--- src/rtl/seven_seg_time_encoder_if.sv ---
// Timer-field inputs and the four active-low digit outputs of the seven-segment encoder.
// The master drives the binary fields and mode; the slave returns registered segment patterns.
interface seven_seg_time_encoder_if;
  logic [7:0] lsb_binary;
  logic [7:0] msb_binary;
  logic       mode_sel;
  logic [2:0] time_control;
  logic [6:0] hex_msb_h;
  logic [6:0] hex_msb_l;
  logic [6:0] hex_lsb_h;
  logic [6:0] hex_lsb_l;

  modport master (
    output lsb_binary, msb_binary, mode_sel, time_control,
    input  hex_msb_h, hex_msb_l, hex_lsb_h, hex_lsb_l
  );

  modport slave (
    input  lsb_binary, msb_binary, mode_sel, time_control,
    output hex_msb_h, hex_msb_l, hex_lsb_h, hex_lsb_l
  );
endinterface

--- src/rtl/seven_seg_time_encoder.sv ---
// Converts two binary timer fields into four registered active-low 7-segment digits (count-up or countdown).
// Optional SEVSEG_BLANK_LEADING_ZERO_EN blanks a zero tens digit on each field.
module seven_seg_time_encoder (
  input  logic                     clk,
  input  logic                     rst_n,
  seven_seg_time_encoder_if.slave  bus
);

  function automatic logic [6:0] seg_encode(input logic [3:0] d);
    logic [6:0] s;
    case (d)
      4'd0:    s = 7'b1000000;
      4'd1:    s = 7'b1111001;
      4'd2:    s = 7'b0100100;
      4'd3:    s = 7'b0110000;
      4'd4:    s = 7'b0011001;
      4'd5:    s = 7'b0010010;
      4'd6:    s = 7'b0000010;
      4'd7:    s = 7'b1111000;
      4'd8:    s = 7'b0000000;
      4'd9:    s = 7'b0010000;
      default: s = 7'b1111111;
    endcase
    return s;
  endfunction

  // digit index: 3 = MSB tens, 2 = MSB units, 1 = LSB tens, 0 = LSB units
  logic [3:0] digit_next [4];
  logic [7:0] msb_sat;
  logic [7:0] lsb_sat;
  logic [3:0] preset;
  logic       in_range;
  logic [3:0] minutes;
  logic [7:0] seconds;

  always_comb begin
    digit_next = '{default: 4'd0};
    msb_sat    = (bus.msb_binary > 8'd99) ? 8'd99 : bus.msb_binary;
    lsb_sat    = (bus.lsb_binary > 8'd99) ? 8'd99 : bus.lsb_binary;
    preset     = {1'b0, bus.time_control} + 4'd1;
    in_range   = (bus.msb_binary != 8'd0) && (bus.msb_binary <= {4'd0, preset})
                 && (bus.lsb_binary <= 8'd59);
    minutes    = 4'd0;
    seconds    = 8'd0;
    if (!bus.mode_sel) begin
      digit_next[3] = 4'(msb_sat / 8'd10);
      digit_next[2] = 4'(msb_sat % 8'd10);
      digit_next[1] = 4'(lsb_sat / 8'd10);
      digit_next[0] = 4'(lsb_sat % 8'd10);
    end else if (in_range) begin
      // Idle, expired and out-of-range inputs fall through to 00:00.
      minutes       = preset - bus.msb_binary[3:0];
      seconds       = 8'd59 - bus.lsb_binary;
      digit_next[2] = minutes;
      digit_next[1] = 4'(seconds / 8'd10);
      digit_next[0] = 4'(seconds % 8'd10);
    end
  end

  logic [6:0] seg_out [4];

  genvar gi;
  generate
    for (gi = 0; gi < 4; gi++) begin : g_digit
      logic [6:0] seg_next;
      logic [6:0] seg_reg;

`ifdef SEVSEG_BLANK_LEADING_ZERO_EN
      if (gi == 1 || gi == 3) begin : g_tens
        assign seg_next = (digit_next[gi] == 4'd0) ? 7'b1111111 : seg_encode(digit_next[gi]);
      end else begin : g_units
        assign seg_next = seg_encode(digit_next[gi]);
      end
`else
      assign seg_next = seg_encode(digit_next[gi]);
`endif

      always_ff @(posedge clk or negedge rst_n) begin
        if (!rst_n) seg_reg <= 7'b1111111;
        else        seg_reg <= seg_next;
      end

      assign seg_out[gi] = seg_reg;
    end
  endgenerate

  assign bus.hex_msb_h = seg_out[3];
  assign bus.hex_msb_l = seg_out[2];
  assign bus.hex_lsb_h = seg_out[1];
  assign bus.hex_lsb_l = seg_out[0];

endmodule

--- src/flat_wrapper.sv ---
// flat-port wrapper written by rule: the top's interface ports become plain ports
module seven_seg_time_encoder_flat 
  (clk, rst_n, bus_lsb_binary, bus_msb_binary, bus_mode_sel, bus_time_control, bus_hex_msb_h, bus_hex_msb_l, bus_hex_lsb_h, bus_hex_lsb_l);
  seven_seg_time_encoder_if bus_i ();
  input  logic clk;
  input  logic rst_n;
  input wire logic [$bits(bus_i.lsb_binary)-1:0] bus_lsb_binary;
  input wire logic [$bits(bus_i.msb_binary)-1:0] bus_msb_binary;
  input wire logic [$bits(bus_i.mode_sel)-1:0] bus_mode_sel;
  input wire logic [$bits(bus_i.time_control)-1:0] bus_time_control;
  output wire logic [$bits(bus_i.hex_msb_h)-1:0] bus_hex_msb_h;
  output wire logic [$bits(bus_i.hex_msb_l)-1:0] bus_hex_msb_l;
  output wire logic [$bits(bus_i.hex_lsb_h)-1:0] bus_hex_lsb_h;
  output wire logic [$bits(bus_i.hex_lsb_l)-1:0] bus_hex_lsb_l;
  assign bus_i.lsb_binary = bus_lsb_binary;
  assign bus_i.msb_binary = bus_msb_binary;
  assign bus_i.mode_sel = bus_mode_sel;
  assign bus_i.time_control = bus_time_control;
  assign bus_hex_msb_h = bus_i.hex_msb_h;
  assign bus_hex_msb_l = bus_i.hex_msb_l;
  assign bus_hex_lsb_h = bus_i.hex_lsb_h;
  assign bus_hex_lsb_l = bus_i.hex_lsb_l;
  seven_seg_time_encoder u_core (.clk(clk), .rst_n(rst_n), .bus(bus_i));
endmodule
--- config.mk ---
export PLATFORM = sky130hd
export DESIGN_NAME = seven_seg_time_encoder_flat
export DESIGN_NICKNAME = d
export VERILOG_FILES = /design/src/rtl/seven_seg_time_encoder_if.sv /design/src/rtl/seven_seg_time_encoder.sv /design/src/flat_wrapper.sv
export SDC_FILE = /design/constraint.sdc
export NUM_CORES = 1
export LEC_CHECK = 0
export CAP_MARGIN = 20
export CORE_UTILIZATION = 51
export CTS_CLUSTER_DIAMETER = 40
export DETAILED_ROUTE_END_ITERATION = 8
export PLACE_DENSITY = 0.9
export SYNTH_ARGS = -nofsm -noshare
export SYNTH_HDL_FRONTEND = slang
export SYNTH_SLANG_ARGS = --single-unit
--- constraint.sdc ---
create_clock -name clk -period 0.8 [get_ports clk]
set_clock_uncertainty 0.15 [all_clocks]
set_input_delay 0.2 -clock clk [delete_from_list [all_inputs] [get_ports clk]]
set_output_delay 0.2 -clock clk [all_outputs]
set_load 0.02 [all_outputs]
==> results by group, run 1 <==
Floorplanning
  • Initial core utilization: 0.5361
  • Die height: 86.97 µm
  • Std-Cell Rows: 30
  • Die width: 86.97 µm
  • # IOs: 50

Clock network
  • H-tree levels: 1
  • Clock Tree Root: clkbuf_8
  • Clock sinks: 28
  • CTS max path bufs: 2
  • Num CTS Buffers: 3

Logic synthesis
  • Synth cell count leaders: nand2_1 (40), nor2_1 (38), a21oi_1 (36)
  • Syn avg cell area: 7.953 µm²
  • Cell Area, Synth: 3682 µm²
  • Ys async rst share: 1.000
  • Most numerous cell in the Yosys netlist: nand2_1
  • Largest area contributor in the synthesized netlist: dfstp_2
  • Dominant register cell in the synthesized netlist: dfstp_2
  • Post-synth EDFFs: 0
  • Sequential fraction of the synthesis area: 0.1998
  • Yosys reg bits: 28
  • Synth top area cells: dfstp_2 (20%), ha_1 (11%), a21oi_1 (4.9%)
  • Cells after synthesis: 463
  • Top cell type's share of synthesized area: 0.1998
  • Synth cell types: 84
  • Syn Nets: 517
  • Synth Warn #: 0

Global route
  • Aggregate global routing overflow: 53
  • Number of global-route vias before repair: 6735
  • Global-route wire length before repair: 41310 µm
  • Largest net degree at the start of global routing: 29
  • Total Routing Usage GR: 0.7458

Placed design
  • DP HPWL: 10380 µm
  • Port Buffer Count: 49
  • Dpl cells: 723
  • GPL Wtd Cong: 0.9553

Run status
  • Err: [ERROR GRT-0116] Global routing finished with congestion. Check the congestion regions in the DRC Viewer.
  • Failed at: 5_1_grt
  • Outcome: stopped before the end
-- per-layer routing --
layer  GRT usage  GRT overflow
met5      0.2238             0
met4      0.7606            26
met3      0.5934             1
met2      0.9377            26
met1      0.7208             0
-- cells by family after synthesis --
group | Yosys count | share of synthesized area
AOI/OAI and AO/OA | 155 | 0.3153
and+or+nand+nor | 170 | 0.2358
adders and majority gates | 33 | 0.1135
muxes | 9 | 0.02447
DFF | 28 | 0.1998
xor gates and xnor gates | 12 | 0.03976
buffers and inverters | 56 | 0.07135
-- metrics by stage --
stage,cell area (µm²),util,setup WS [ps],hold WS (ps)
after detailed placement,5548,0.8077,-3274,628.6
after CTS,6401,0.9319,-2592,330.6
after global placement,5548,0.8077,-3008,615.2
after floorplan,4038,-,-2527,-97.84
-- what timing repair did --
| action | 4_1_cts |
|---|---|
| gates cloned | 2 |
| setup endpoints to repair | 56 |
| setup buffers | 40 |
| pin swaps | 58 |
| hold buffers | 0 |
| gates resized for setup | 323 |
==> run 2: changes to the inputs <==
CORE_UTILIZATION = 40   (was 51)
CTS_CLUSTER_DIAMETER = unset   (was 40)
PLACE_DENSITY = unset   (was 0.9)
PLACE_DENSITY_LB_ADDON = 0.15   (was unset)
clock period = 1 ns   (was 0.8 ns; I/O delays follow)
==> run 2 against run 1 <==
Compared with the run above: synthesized cell count unchanged; area after synthesis did not move; the flow now finishes, with violations (DRC, setup timing).
==> results by group, run 2 <==
Run status
  • Outcome: finished with violations
  • Failing checks: DRC, setup timing

Timing
  • Final period utilization: 3.324
  • Final hold vios: 0
  • Worst Tran Pin Value: 447.5 ps
  • Max-slew violation count: 0
  • Rel. slew slack: 0.6994
  • Fmax: 300.9 MHz
  • Total Neg Setup Slack: -58830 ps
  • Min cycle time layout: 3324 ps
  • Unrepaired setup endpoints after global routing: true
  • Final setup viols: 56
  • Setup slack after layout: -2324 ps

Layout
  • Commonest non-fill, non-tap cell in the layout: buf_4
  • Post-Layout Cell Count: 788
  • N_diodes: 0
  • Multi-input logic area: 3463 µm²
  • Layout cells sized above 1: 0.5779
  • Area Overhead vs Synth: 78.05%
  • Layout Nets: 736
  • Commonest cells after routing, fill and taps aside: buf_4 (170), buf_6 (48), nand2_1 (33)
  • Fillers: 608
  • Design area: 6556 µm²
  • Total area of sequential cells: 735.7 µm²

Worst setup path
  • CP Launch Type: primary input
  • Worst setup path category: in2reg
  • Critical Path AT: 3370 ps
  • Crit. Startpoint: bus_lsb_binary[2]
  • CP max FO: 9
  • Crit path capture type: register
  • CP Capture Point: u_core.bus.hex_lsb_l[3]
  • Critical path required time: 1050 ps

Placed design
  • GPL Wtd Cong: 0.9048
  • Area after DPL: 5623 µm²
  • Dpl cells: 748
  • Pre-CTS setup slack: -3035 ps
  • Port Buffer Count: 49
  • DP HPWL: 9249 µm

Logic synthesis
  • Post-synth EDFFs: 0
  • Cell Area, Synth: 3682 µm²
  • Sequential fraction of the synthesis area: 0.1998
  • Dominant register cell in the synthesized netlist: dfstp_2
  • Ys async rst share: 1.000
  • Cells after synthesis: 463
  • Most numerous cell in the Yosys netlist: nand2_1
  • Yosys reg bits: 28
  • Largest area contributor in the synthesized netlist: dfstp_2
  • Syn Nets: 517
  • Synth cell types: 84
  • Synth top area cells: dfstp_2 (20%), ha_1 (11%), a21oi_1 (4.9%)
  • Top cell type's share of synthesized area: 0.1998
  • Synth cell count leaders: nand2_1 (40), nor2_1 (38), a21oi_1 (36)
  • Synth Warn #: 0
  • Syn avg cell area: 7.953 µm²

Worst hold path
  • Hold Path Class: in2async

Drt
  • 1st-iter DRT viols: 201
  • Drt first pass iters: 6
  • Final ANT Viol Nets: 0
  • WL final: 13430 µm
  • DRC errors left: 6
  • Via/cell ratio: 5.766
  • Wire per inst: 17.05 µm
  • Vias: 4544

Power
  • Final Total Pwr: 5.898 mW
  • Power Dens Cells: 899.5 nW/µm²
  • Peak VDD IR: 0.5951 mV
  • Pleak: 2.861 nW

Global route
  • Busiest grt layer: met2
  • Number of global-route vias before repair: 4556
  • Met3 Usage GRT: 0.03508
  • Total Routing Usage GR: 0.2589
  • Aggregate global routing overflow: 0
  • Largest net degree at the start of global routing: 29
  • Global-route wire length before repair: 20440 µm
  • Initial antenna violation count: 0
  • GR Util met1: 0.2974
  • GRT met2 Usage: 0.4919

Clock network
  • CTS tree: done
  • Num CTS Buffers: 3
  • Clock Tree Root: clkbuf_8
  • Clock sinks: 28
  • H-tree levels: 1
  • Hold-fix buffers at CTS: 0
  • Reg clk slew, reported paths: 90 ps
  • CTS max path bufs: 2

Flow run
  • Max-cap violation count: 0

Floorplanning
  • Std-Cell Rows: 34
  • # IOs: 50
  • Core Box Area: 8806 µm²
  • DIE AREA: 9593 µm²
  • Die width: 97.95 µm
  • Die height: 97.95 µm
  • Initial core utilization: 0.4182
-- run 2: cell counts after synthesis --
No cell type changed its count.
-- run 2: worst min path at each step --
| stage | from | depth (start not counted) | slack, ps | to |
|---|---|---|---|---|
| CTS | bus_msb_binary[4] | 6 | 350 | u_core.bus.hex_msb_h[6] |
| global route | rst_n | 2 | 410 | u_core.bus.hex_msb_h[4] |
| finish | rst_n | 2 | 370 | u_core.bus.hex_msb_h[0] |
| global placement | rst_n | 2 | 670 | u_core.bus.hex_msb_h[3] |
| floorplan | rst_n | 0 | -50 | u_core.bus.hex_lsb_h[0] |
| detailed placement | rst_n | 2 | 680 | u_core.bus.hex_msb_h[0] |
-- run 2: power by group --
| group | total, mW | switching, mW | internal (mW) |
|---|---|---|---|
| clock network | 0.599 | 0.329 | 0.270 |
| logic | 3.83 | 1.94 | 1.89 |
| registers | 1.47 | 0.0730 | 1.40 |
| total | 5.90 | 2.34 | 3.55 |
-- run 2: through the flow --
step           utilization  hold WS (ps)
2_1_floorplan            -        -47.84
3_3_place_gp        0.6385         674.1
3_5_place_dp        0.6385         677.5
4_1_cts             0.7032         349.8
5_1_grt             0.7445         409.7
6_report            0.7445         369.4
-- run 2: cells by family after synthesis --
group / synth area share
compound gates: 0.3153
xor+xnor: 0.03976
fa+ha+maj: 0.1135
buf+inv: 0.07135
flops: 0.1998
mux: 0.02447
simple gates: 0.2358
-- run 2: cell type report --
cell class                      count  area share
Clock buffer                        3    0.006298
Inverter                           28     0.01756
Multi-Input combinational cell    379      0.5282
Sequential cell                    28      0.1122
Tap cell                          108     0.02061
Timing Repair Buffer              242      0.3151
-- run 2: worst max-delay path, stage by stage --
cell      delay, ps
buf_12          110
ha_4            160
buf_6           130
a21o_1          150
a222oi_1        340
o311ai_2        210
buf_4           190
nand3_4          90
nor4_4           50
a211o_1         290
buf_4           140
buf_6           110
buf_4           120
nor3b_2         330
o211ai_4        190
and4bb_1        250
a221o_1         270
-- run 2: layer usage --
metal	up-vias	wire length [µm]
li1	2156	-
met1	2195	5354
met2	157	6966
met3	36	733
met4	0	379
met5	-	0
-- run 2: repair_timing --
action	in CTS	in global routing
pin swaps	42	41
resized for setup	277	69
cloned	2	0
setup buffers	24	13
endpoints found under the setup margin	56	56
(Power assumes the default switching activity.)
==> run 3: changes to the inputs <==
CORE_MARGIN = 2   (was unset)
CTS_CLUSTER_DIAMETER = 40   (was unset)
clock period = 3.75 ns   (was 1 ns; I/O delays follow)
==> run 3 against run 2 <==
Compared with the run above: the run ends with setup timing left; flip-flop and latch count stayed put; sequential share of layout area is 0.64 points higher; first-iteration DRC count is 1.5% lower; hold slack better by 770 ps; via count is 2.8% lower; sequential power is 74% lower.
==> results by group, run 3 (synthesis gave the netlist of run 2 again) <==
Run status
  • Outcome: finished with violations
  • Failing checks: setup timing

Timing
  • Rel. slew slack: 0.6154
  • WHS: 1139 ps
  • Unrepaired setup endpoints after global routing: true
  • Total Neg Setup Slack: -1623 ps
  • Min cycle time layout: 4002 ps
  • Final hold vios: 0
  • Final period utilization: 1.067
  • Worst Tran Pin Value: 573.1 ps
  • Final setup viols: 14
  • Setup slack after layout: -251.6 ps
  • Max-slew violation count: 0
  • Fmax: 249.9 MHz

Clock network
  • CTS tree: done
  • Hold-fix buffers at CTS: 0
  • CTS max path bufs: 2
  • Clock sinks: 28
  • Reg clk slew, reported paths: 90 ps
  • H-tree levels: 1
  • Num CTS Buffers: 3
  • Clock Tree Root: clkbuf_8

Global route
  • Total Routing Usage GR: 0.2373
  • Global-route wire length before repair: 19690 µm
  • Initial antenna violation count: 0
  • Number of global-route vias before repair: 4320
  • Largest net degree at the start of global routing: 29
  • Aggregate global routing overflow: 0

Layout
  • Fillers: 674
  • Commonest cells after routing, fill and taps aside: buf_4 (150), clkdlybuf4s50_1 (41), nand2_1 (39)
  • N_diodes: 0
  • Area Overhead vs Synth: 68.43%
  • Commonest non-fill, non-tap cell in the layout: buf_4
  • Layout cells sized above 1: 0.4556
  • Layout Nets: 720
  • Post-Layout Cell Count: 776

Floorplanning
  • Die height: 99.95 µm
  • Die width: 99.95 µm
  • Std-Cell Rows: 35
  • # IOs: 50
  • Core Box Area: 9065 µm²
  • Initial core utilization: 0.4062
  • DIE AREA: 9989 µm²

Flow run
  • Max-cap violation count: 0

Worst setup path
  • Worst setup path category: in2reg
  • Crit path capture type: register
  • Highest-delay cell along the critical path: a221o_1
  • CP max stage delay: 400 ps
  • Critical path required time: 3800 ps
  • CP Launch Type: primary input
  • Critical-path cell list: buf_8 > buf_6 > ha_4 > nand2b_4 > a31oi_4 > o21ai_4 > a221o_1 > nor4_4 > a211o_1 > nor2_2 > ha_4 > o31ai_2 > o221ai_2 > nand3_2 > or2_4 > a221o_1
  • CP max FO: 7
  • Critical Path AT: 4050 ps

Power
  • Pleak: 2.662 nW
  • Peak VDD IR: 0.1516 mV
  • Final Total Pwr: 1.564 mW
  • Power Dens Cells: 252.2 nW/µm²

Placed design
  • GPL Wtd Cong: 0.9250
  • Dpl cells: 737
  • DP HPWL: 8914 µm
  • Pre-CTS setup slack: -930.1 ps
  • Port Buffer Count: 49

Drt
  • Wire per inst: 15.92 µm
  • Vias: 4418
  • Final ANT Viol Nets: 0
  • WL final: 12360 µm
  • Drt first pass iters: 5
  • Via/cell ratio: 5.693
  • DRC errors left: 0
  • 1st-iter DRT viols: 198

Worst hold path
  • Hold Path Class: in2async
-- run 3: cell types whose count changed in the layout (fill, tap and decap cells not counted), sizes merged, moves of 3 or more --
cell           previous run  this run
buf                     226       179
clkdlybuf4s50             4        41
clkbuf                    8         3
dlygate4sd2               1         5
dlymetal6s2s              3         0
-- run 3: worst max-delay path: cells and delay by family --
family                   cells  cell delay, ps
adder cells (fa/ha/maj)      2             460
AO/OA/AOI/OAI                7            1480
buffers and inverters        2             220
AND/OR/NAND/NOR              5             950
-- run 3: routing by layer --
layer  up-vias  GRT usage  share of wire  wire, µm
li1       2139          -              -         -
met1      2129     0.2851           0.41      5024
met3        31    0.01950          0.040       497
met5         -          0              0         0
met2       119     0.4459           0.53      6539
met4         0    0.07587          0.024       294
-- run 3: power by group --
part           internal, mW  total, mW  switching, mW  leakage, nW
logic                 0.470      0.950          0.480         2.33
registers             0.371      0.382         0.0107        0.293
clock network         0.143      0.232         0.0890       0.0357
-- run 3: worst max path at each step --
stage	from	to	slack, ps	depth (start not counted)
3_3_place_gp	bus_lsb_binary[2]	u_core.bus.hex_lsb_l[3]	-830	16
4_1_cts	bus_lsb_binary[2]	u_core.bus.hex_lsb_l[3]	-190	17
5_1_grt	bus_lsb_binary[2]	u_core.bus.hex_lsb_l[0]	-430	17
2_1_floorplan	bus_lsb_binary[2]	u_core.bus.hex_lsb_l[0]	-310	17
6_report	bus_lsb_binary[3]	u_core.bus.hex_lsb_l[3]	-250	16
3_5_place_dp	bus_lsb_binary[2]	u_core.bus.hex_lsb_l[3]	-930	16
-- run 3: through the flow --
step	area (µm²)	util
after floorplan	3800	-
after global placement	5354	0.5906
after detailed placement	5354	0.5906
after CTS	5797	0.6395
after global routing	6202	0.6842
final	6202	0.6842
-- run 3: repair_timing --
| action | in CTS | in global routing |
|---|---|---|
| pin swaps | 29 | 17 |
| gates cloned | 4 | 1 |
| gates resized for setup | 66 | 59 |
| setup endpoints to repair | 21 | 21 |
| setup buffers | 17 | 14 |
-- run 3: cell type report --
| type | instances | area [µm²] | area share |
|---|---|---|---|
| clock inverters | 1 | 30.03 | 0.004842 |
| well taps | 111 | 138.9 | 0.02239 |
| flip-flops and latches | 28 | 735.7 | 0.1186 |
| multi-input cells | 379 | 3204 | 0.5166 |
| clock buffers | 3 | 41.29 | 0.006657 |
| inverters | 28 | 120.1 | 0.01937 |
| repair buffers | 226 | 1932 | 0.3115 |
==> run 4: changes to the inputs <==
CTS_BUF_LIST = sky130_fd_sc_hd__clkbuf_8 sky130_fd_sc_hd__clkbuf_16   (was unset)
==> results of run 4 <==
Same layout as run 3: the final DEF is identical, and so are final timing and power.
